### src/rtl/ram_pkg.sv
// Shared encodings, FSM state codes and request record for the MFA/MFC RAM responder.
package ram_pkg;

    localparam logic [1:0] TYPE_BYTE = 2'b00;
    localparam logic [1:0] TYPE_HALF = 2'b01;
    localparam logic [1:0] TYPE_WORD = 2'b10;

    localparam logic [1:0] IDLE = 2'd0;
    localparam logic [1:0] WAIT = 2'd1;
    localparam logic [1:0] DONE = 2'd2;

    localparam int CNT_W     = 4;
    localparam int NUM_LANES = 4;

    typedef struct packed {
        logic        rw;
        logic [1:0]  typ;
        logic [31:0] data;
    } ram_req_t;

    // Low address bits after forcing natural alignment; reserved type behaves as word.
    function automatic logic [1:0] align_lo(input logic [1:0] typ, input logic [1:0] lo);
        case (typ)
            TYPE_BYTE: align_lo = lo;
            TYPE_HALF: align_lo = {lo[1], 1'b0};
            default:   align_lo = 2'b00;
        endcase
    endfunction

endpackage

### src/rtl/ram_lane_ctl.sv
// Byte-lane steering for a big-endian word: lane k is byte offset k, held in bits 31-8k..24-8k.
module ram_lane_ctl
    import ram_pkg::*;
(
    input  logic [1:0]                  typ,
    input  logic [1:0]                  offs,
    input  logic [31:0]                 wdata,
    input  logic [NUM_LANES-1:0][7:0]   rword,
    output logic [NUM_LANES-1:0]        be,
    output logic [NUM_LANES-1:0][7:0]   wlane,
    output logic [31:0]                 rdata
);

    for (genvar k = 0; k < NUM_LANES; k++) begin : g_lane
        localparam logic [1:0] K = 2'(k);
        assign be[k] = (typ == TYPE_BYTE) ? (offs == K) :
                       (typ == TYPE_HALF) ? (offs[1] == K[1]) : 1'b1;
        // Narrow writes come from the low bits of DataIn; a halfword's even lane takes the MSB.
        assign wlane[k] = (typ == TYPE_BYTE) ? wdata[7:0] :
                          (typ == TYPE_HALF) ? (K[0] ? wdata[7:0] : wdata[15:8]) :
                                               wdata[8*(NUM_LANES-1-k) +: 8];
    end

    always_comb begin
        rdata = 32'h0;
        case (typ)
            TYPE_BYTE: rdata = {24'h0, rword[offs]};
            TYPE_HALF: rdata = {16'h0, rword[{offs[1], 1'b0}], rword[{offs[1], 1'b1}]};
            default:   rdata = {rword[0], rword[1], rword[2], rword[3]};
        endcase
    end

endmodule

### src/rtl/ram_responder.sv
// Memory-side MFA/MFC responder: latches a request, waits WAIT_STATES cycles, then performs
// a big-endian byte/halfword/word access and holds MFC until MFA is withdrawn.
module ram_responder
    import ram_pkg::*;
#(
    parameter int ADDR_WIDTH  = 8,
    parameter int WAIT_STATES = 2
) (
    input  logic                  CLK,
    input  logic                  Reset,
    input  logic                  MFA,
    input  logic                  RW,
    input  logic [1:0]            Type,
    input  logic [ADDR_WIDTH-1:0] Address,
    input  logic [31:0]           DataIn,
    output logic [31:0]           DataOut,
    output logic                  MFC
);

    logic [7:0] Mem [0:2**ADDR_WIDTH-1];

    logic [1:0]                 state;
    logic [CNT_W-1:0]           cnt;
    ram_req_t                   req;
    logic [ADDR_WIDTH-1:0]      addr_q;
    logic                       access;
    logic [NUM_LANES-1:0][7:0]  rword;
    logic [NUM_LANES-1:0]       be;
    logic [NUM_LANES-1:0][7:0]  wlane;
    logic [31:0]                rdata;

    assign access = (state == WAIT) && (cnt == '0);

    for (genvar k = 0; k < NUM_LANES; k++) begin : g_rd
        assign rword[k] = Mem[{addr_q[ADDR_WIDTH-1:2], 2'(k)}];
    end

    ram_lane_ctl u_lane (
        .typ   (req.typ),
        .offs  (addr_q[1:0]),
        .wdata (req.data),
        .rword (rword),
        .be    (be),
        .wlane (wlane),
        .rdata (rdata)
    );

    always_ff @(posedge CLK) begin
        if (Reset) begin
            state   <= IDLE;
            cnt     <= '0;
            MFC     <= 1'b0;
            DataOut <= 32'h0;
            req     <= '0;
            addr_q  <= '0;
        end else begin
            case (state)
                IDLE: if (MFA) begin
                    req    <= '{rw: RW, typ: Type, data: DataIn};
                    addr_q <= {Address[ADDR_WIDTH-1:2], align_lo(Type, Address[1:0])};
                    cnt    <= CNT_W'(WAIT_STATES);
                    state  <= WAIT;
                end
                // The access completes even if MFA has already gone away; DONE then drops MFC next edge.
                WAIT: if (cnt != '0) begin
                    cnt <= cnt - CNT_W'(1);
                end else begin
                    MFC   <= 1'b1;
                    state <= DONE;
                    if (!req.rw) DataOut <= rdata;
                end
                DONE: if (!MFA) begin
                    MFC   <= 1'b0;
                    state <= IDLE;
                end
                default: state <= IDLE;
            endcase
        end
    end

    // No reset on the array: contents survive Reset, but a pending write is squashed.
    always_ff @(posedge CLK) begin
        if (!Reset && access && req.rw) begin
            for (int k = 0; k < NUM_LANES; k++) begin
                if (be[k]) Mem[{addr_q[ADDR_WIDTH-1:2], 2'(k)}] <= wlane[k];
            end
        end
    end

endmodule
### config.mk
export PLATFORM = sky130hd
export DESIGN_NAME = ram_responder
export DESIGN_NICKNAME = d
export VERILOG_FILES = /design/src/rtl/ram_pkg.sv /design/src/rtl/ram_lane_ctl.sv /design/src/rtl/ram_responder.sv
export SDC_FILE = /design/constraint.sdc
export NUM_CORES = 2
export LEC_CHECK = 0
export BUFFER_PORTS_ARGS = -buffer_cell sky130_fd_sc_hd__buf_2
export CORE_MARGIN = 4
export CORE_UTILIZATION = 35
export CTS_CLUSTER_SIZE = 25
export DETAILED_ROUTE_END_ITERATION = 12
export HOLD_SLACK_MARGIN = 0.1
export SKIP_CTS_REPAIR_TIMING = 1
export SYNTH_ARGS = -nofsm -noshare
export SYNTH_HDL_FRONTEND = slang
export SYNTH_HIERARCHICAL = 1
export SYNTH_SLANG_ARGS = --single-unit
### constraint.sdc
create_clock -name CLK -period 5.7 [get_ports CLK]
set_clock_uncertainty 0.2 [all_clocks]
set_input_delay 0.285 -clock CLK [delete_from_list [all_inputs] [get_ports CLK]]
set_output_delay 0.285 -clock CLK [all_outputs]
set_load 0.02 [all_outputs]
After elaboration in Yosys (flattened, before gate mapping)
Memory sizes are Yosys's and may differ from the RTL's. A register that Yosys moved wholly into a read port is not among the register bits. Index checks and enable logic that the tools add are counted.

Register bits: 82. Memory bits (writable): 2048. Input port bits: 46. Output and inout bits: 33. Memories kept: 1.

Memories: Mem (depth 256, bits a word 8, read ports 4, clocked after memory_dff 4, write ports 4, RTL line ram_responder.sv:20) `logic [7:0] Mem [0:2**ADDR_WIDTH-1];`.

Add/subtract/negate cells: 1. Magnitude comparators: 3. Equal/unequal tests: 11. Muxes and demuxes: 49. Bitwise logic cells: 3. Reduce and logical (&&, ||, !) cells: 17.

Operators by type and width (count): $mux W8 (18); $pmux W32 S2 (1); $mux W1 (20); $bmux W8 S2 (1); $reduce_and A3 Y1 (4); $lt A2 B3 Y1 const B (3); $eq A2 B1 Y1 const B (4); $logic_not A2 Y1 (4); $mux W4 (2); $pmux W4 S2 (1); $eq A2 B2 Y1 const B (3); $mux W2 (3); $ne A2 B2 Y1 const B (3); $pmux W2 S3 (1); $logic_not A4 Y1 (1); $pmux W2 S2 (1); $reduce_bool A2 Y1 (2); $reduce_bool A4 Y1 (1); $sub A4 B1 Y4 const B (1); $logic_and A1 B1 Y1 (3); $not A1 Y1 (3); $ne A2 B1 Y1 const B (1); $pmux W1 S2 (1); $reduce_and A2 Y1 (1); $logic_not A1 Y1 (1).

Depth between registers and ports, before layout
Depth after elaboration: 6. Mapped depth: 14.

By module
The synthesis kept the hierarchy.

By module, submodules not included: ram_responder (times used 1, cells each 3844, area an instance 82257.6 µm²); ram_lane_ctl (times used 1, cells each 126, area an instance 1002.2 µm²).

Worst setup path before layout
OpenSTA, ideal clock, no wires.

Kind: reg-to-reg. From: reg req[33] in the netlist's numbering. To: mem Mem[0][0], data pin. Arrival time: 3.239 ns. Required time: 4.798 ns. Slack: 1.560 ns. Cell stages (with the launch flop): 4. Path buffers: 2. Cells stage by stage: dfxtp_1 > buf_2 > clkbuf_1 > o21ai_0.

RTL lines: start: declaration (RTL line ram_responder.sv:24) `ram_req_t req;`; start signal: assignment (RTL line ram_responder.sv:59) `req <= '{rw: RW, typ: Type, data: DataIn};`; end: declaration (RTL line ram_responder.sv:20).

==> results.md <==
- The wire length of the first global-routing pass is 315000 um.
- For this run, design rule violations remaining after detail routing come to 0.
- The global route total overflow is 0.
- After synthesis the netlist holds a flip-flop and latch count of 2136.
- The slowest cell on the critical path is dfxtp_4.
- The length of the first detailed-routing pass in iterations is 8.
- The number of buffers on the longest clock path is 3.
- The detailed-route vias per instance is 5.49.
- Setup violations remaining at the end of the flow were counted as 0.
- The total area inside the core boundary comes to 0.236 sq mm.
- The clock network latency to the later pin of the worst-skew pair is 860 ps.
- The maximum achievable frequency is 219 MHz.
- The number of DRC violations after detailed-routing iteration 0 is 4713.
- The combined global-route utilization of all metal layers is 18.0%.
- The worst stage delay on the critical path is 690 ps.
- The area of the die is 0.246 sq mm.
- The floorplan step set the die width to 496 um.
- The maximum vdd ir drop is 349 uV.
- After routing, the total negative slack on setup checks comes to 0 ps.
- The tool flagged a number of max-cap violations equal to 0.
- The post-synthesis net count is 4017.
- The minimum hold slack is 125 ps.
- The initial antenna violation count came to 9.
- The final count of pins violating max slew came to 0.
- A synthesized cell averages 21.0 sq um.
- The routed wire length is 225000 um.
- The boundary pin count is 79.
- The number of different library cells used by synthesis comes to 46.
- The transition at the pin with the smallest max-transition slack is 1290 ps.
- The number of port buffers is 78.
- The required time of the critical path is 6170 ps.
- Together, buffers and inverters on the worst path number 1.
- The setup path with the least slack is of type register to register.
- Headroom to the max-slew limit came out at 13.7%.
- Relative to the synthesized area, the layout overhead comes to 15.0%.
- The power density normalized to cell area is 354 mW/mm^2.
- The clock tree root driver cell is clkbuf_16.
- The wire-length estimate of the detail-placed layout is 136000 um.
- CTS built an H-tree with a depth of 4.
- TritonCTS built the clock tree.
- The floorplan die height is 496 um.
- The share of synthesized area occupied by flip-flops and latches is 76.0%.
- The count of antenna-violating nets left after detailed routing is 0.
- The type of element capturing the critical path is a register.
- The arrival time at the worst endpoint is 5040 ps.
- After layout, the worst path uses 80.2% of the clock period.
- The total number of yosys warnings is 6.
- The number of cell rows is 178.
- The number of vias in the routed layout is 41646.
- For this design the static power due to leakage is 29.8 nW.
- The cell repeated most along the worst path is mux4_2.
- For this run, the post-layout net count is 4279.
- The sort of element at the start of the critical path is a register.
- The clock period minus final worst setup slack is 4570 ps.
- The number of enable flip-flop cells after synthesis is 2048.
- Entering global routing, the biggest net connects 83 pins.
- For this configuration, the core starts out at a cell density of 35.3%.
- The via count of the first global-routing pass is 41115.
- After technology mapping, the gate count stands at 3970.
- Setup repair after global routing left no endpoint under its margin.
- Of all nets on the critical path, the largest fanout is 49.
- The post-route netlist has 26.6% of its cells at a drive strength greater than 1.
- The flow ran to the end, and the final reports show no timing, DRC or antenna violations.
- The congestion estimate from routability-driven global placement came to 0.831.
- The average wire length per cell after detail routing is 29.6 um.
- The critical path goes through buf_12 > mux4_2 > mux4_2 > a22oi_1 > nand3_1 > mux2i_1 > nor2_1 > a221o_1 > nand2_1 > a21oi_1.
- On the critical path the largest part of the delay comes from multiplexers.
- The path class of the tightest hold or removal check is input pin to register.
- Clock tree synthesis inserted a total of 210 buffers.
- Counting flops with an async set or reset pin after synthesis yields a share of 0%.
- The commonest register cell after synthesis is edfxtp_1.
- The total clock sinks is 2136.
- The register clock-pin slew on the reported worst setup and hold paths is 60 ps.
- The hold violation count in the final report is 0.
- The post-synthesis instance area is 0.0833 sq mm.
-- stage by stage --
| step | power, mW | setup WS, ps | util (%) | std cells | instance area [sq um] |
|---|---|---|---|---|---|
| finish | 33.9 | 1130 | 40.6 | 7580 | 95800 |
| global route | 34.9 | 1120 | 40.6 | 7568 | 95800 |
| CTS | 34.0 | 1210 | 40.1 | 7449 | 94600 |
| detailed placement | 20.1 | 1230 | 37.1 | 7052 | 87500 |
| global placement | 20.0 | 1150 | 37.1 | 7052 | 87500 |
| floorplan | 19.2 | 1560 | - | 3970 | 83300 |
-- synth_stat cells (2+ instances only) --
| library cell | n | area (sq um) |
|---|---|---|
| o21ai_0 | 8 | 40.0 |
| nor2_4 | 2 | 22.5 |
| a221o_1 | 8 | 80.1 |
| nor3b_1 | 9 | 67.6 |
| nor2b_1 | 2 | 12.5 |
| o211ai_1 | 52 | 390 |
| buf_1 | 21 | 78.8 |
| and2_1 | 17 | 106 |
| and3_1 | 2 | 12.5 |
| o21ai_1 | 2 | 10.0 |
| nand3b_1 | 3 | 22.5 |
| and3b_1 | 4 | 35.0 |
| edfxtp_1 | 2048 | 61500 |
| buf_4 | 21 | 158 |
| mux4_2 | 586 | 13200 |
| nor2_1 | 274 | 1030 |
| dfxtp_1 | 88 | 1760 |
| mux2i_1 | 71 | 711 |
| mux2_2 | 53 | 597 |
| nand2b_1 | 3 | 18.8 |
| nand3_1 | 27 | 135 |
| clkbuf_1 | 129 | 484 |
| nand2_1 | 288 | 1080 |
| buf_2 | 55 | 275 |
| mux2_1 | 15 | 169 |
| a21oi_1 | 80 | 400 |
| o22ai_1 | 3 | 18.8 |
| a22oi_1 | 36 | 270 |
| xor2_1 | 2 | 17.5 |
| or2_2 | 2 | 12.5 |
| inv_1 | 3 | 11.3 |
| buf_6 | 23 | 259 |
| a22o_1 | 16 | 140 |
| nor3_1 | 5 | 25.0 |
-- registers in the layout, summed over array words and instances (netlist names), named ones only --
name	cells
MFC	1
state	2
cnt	4
addr_q	8
req	35
DataOut	32
Mem	2048
-- routing by layer --
| metal | routed length [um] | GRT usage (%) |
|---|---|---|
| met3 | 19500 | 4.40 |
| met5 | 87 | 0 |
| met2 | 105000 | 27.8 |
| met4 | 9350 | 6.96 |
| met1 | 90300 | 24.7 |
-- cell usage in the layout (no fill, tap or decap), types with 9 or more instances in the layout --
cell type      count
clkinvlp_4         9
mux2_2            52
mux2i_1           71
dlygate4sd3_1    118
diode_2           13
clkbuf_8          20
clkinv_1          41
and2_1            16
buf_12            20
bufinv_16         23
nand3_1           27
a21oi_1           80
edfxtp_1        2048
clkbuf_16        214
clkinv_2          33
mux4_2           586
buf_2             77
nor3b_1            9
o211ai_1          52
a22o_1            16
a22oi_1           36
nand2_1          283
buf_4             84
nor2_1           272
mux2_1            15
dfxtp_1           75
clkbuf_1          45
-- path summary, 6_finish.rpt --
kind	startpoint	slack, ps	to	depth (start not counted)
max	register	1130	DataOut[4]	10
min	Type[0]	130	req[32]	4
max reg2reg	register	1130	DataOut[4]	10
min reg2reg	DataOut[26]	260	DataOut[26]	2
-- logic make-up after synthesis --
family / count (synthesis) / share of synthesized area [%]
DFF: 2136 / 76.0
muxes: 725 / 17.6
and+or+nand+nor: 642 / 3.14
buffers and inverters: 254 / 1.54
AOI/OAI and AO/OA: 210 / 1.68
xor gates and xnor gates: 2 / 0.0210
adders and majority gates: 1 / 0.0150
-- final cells by class --
| cell class | count | area (sq um) |
|---|---|---|
| antenna | 13 | 32.5 |
| clock buffer | 279 | 5800 |
| clock inverter | 118 | 1240 |
| fill | 20485 | 140000 |
| inverter | 5 | 23.8 |
| multi-input combinational | 1580 | 18900 |
| sequential | 2136 | 63300 |
| tap | 3150 | 3940 |
| timing repair buffer | 299 | 2600 |
-- power breakdown --
part,total [mW],internal (mW),switching [mW]
combinational,2.30,0.869,1.43
clock,14.1,8.19,5.95
sequential,17.5,17.4,0.108
-- worst register-to-register path: stages, from the launching register on --
cell     delay, ps
dfxtp_4        690
buf_12         430
mux4_2         650
mux4_2         560
a22oi_1        340
nand3_1        300
mux2i_1        490
nor2_1         260
a221o_1        320
nand2_1         70
a21oi_1         80
Power figures use the tool's default switching activity.
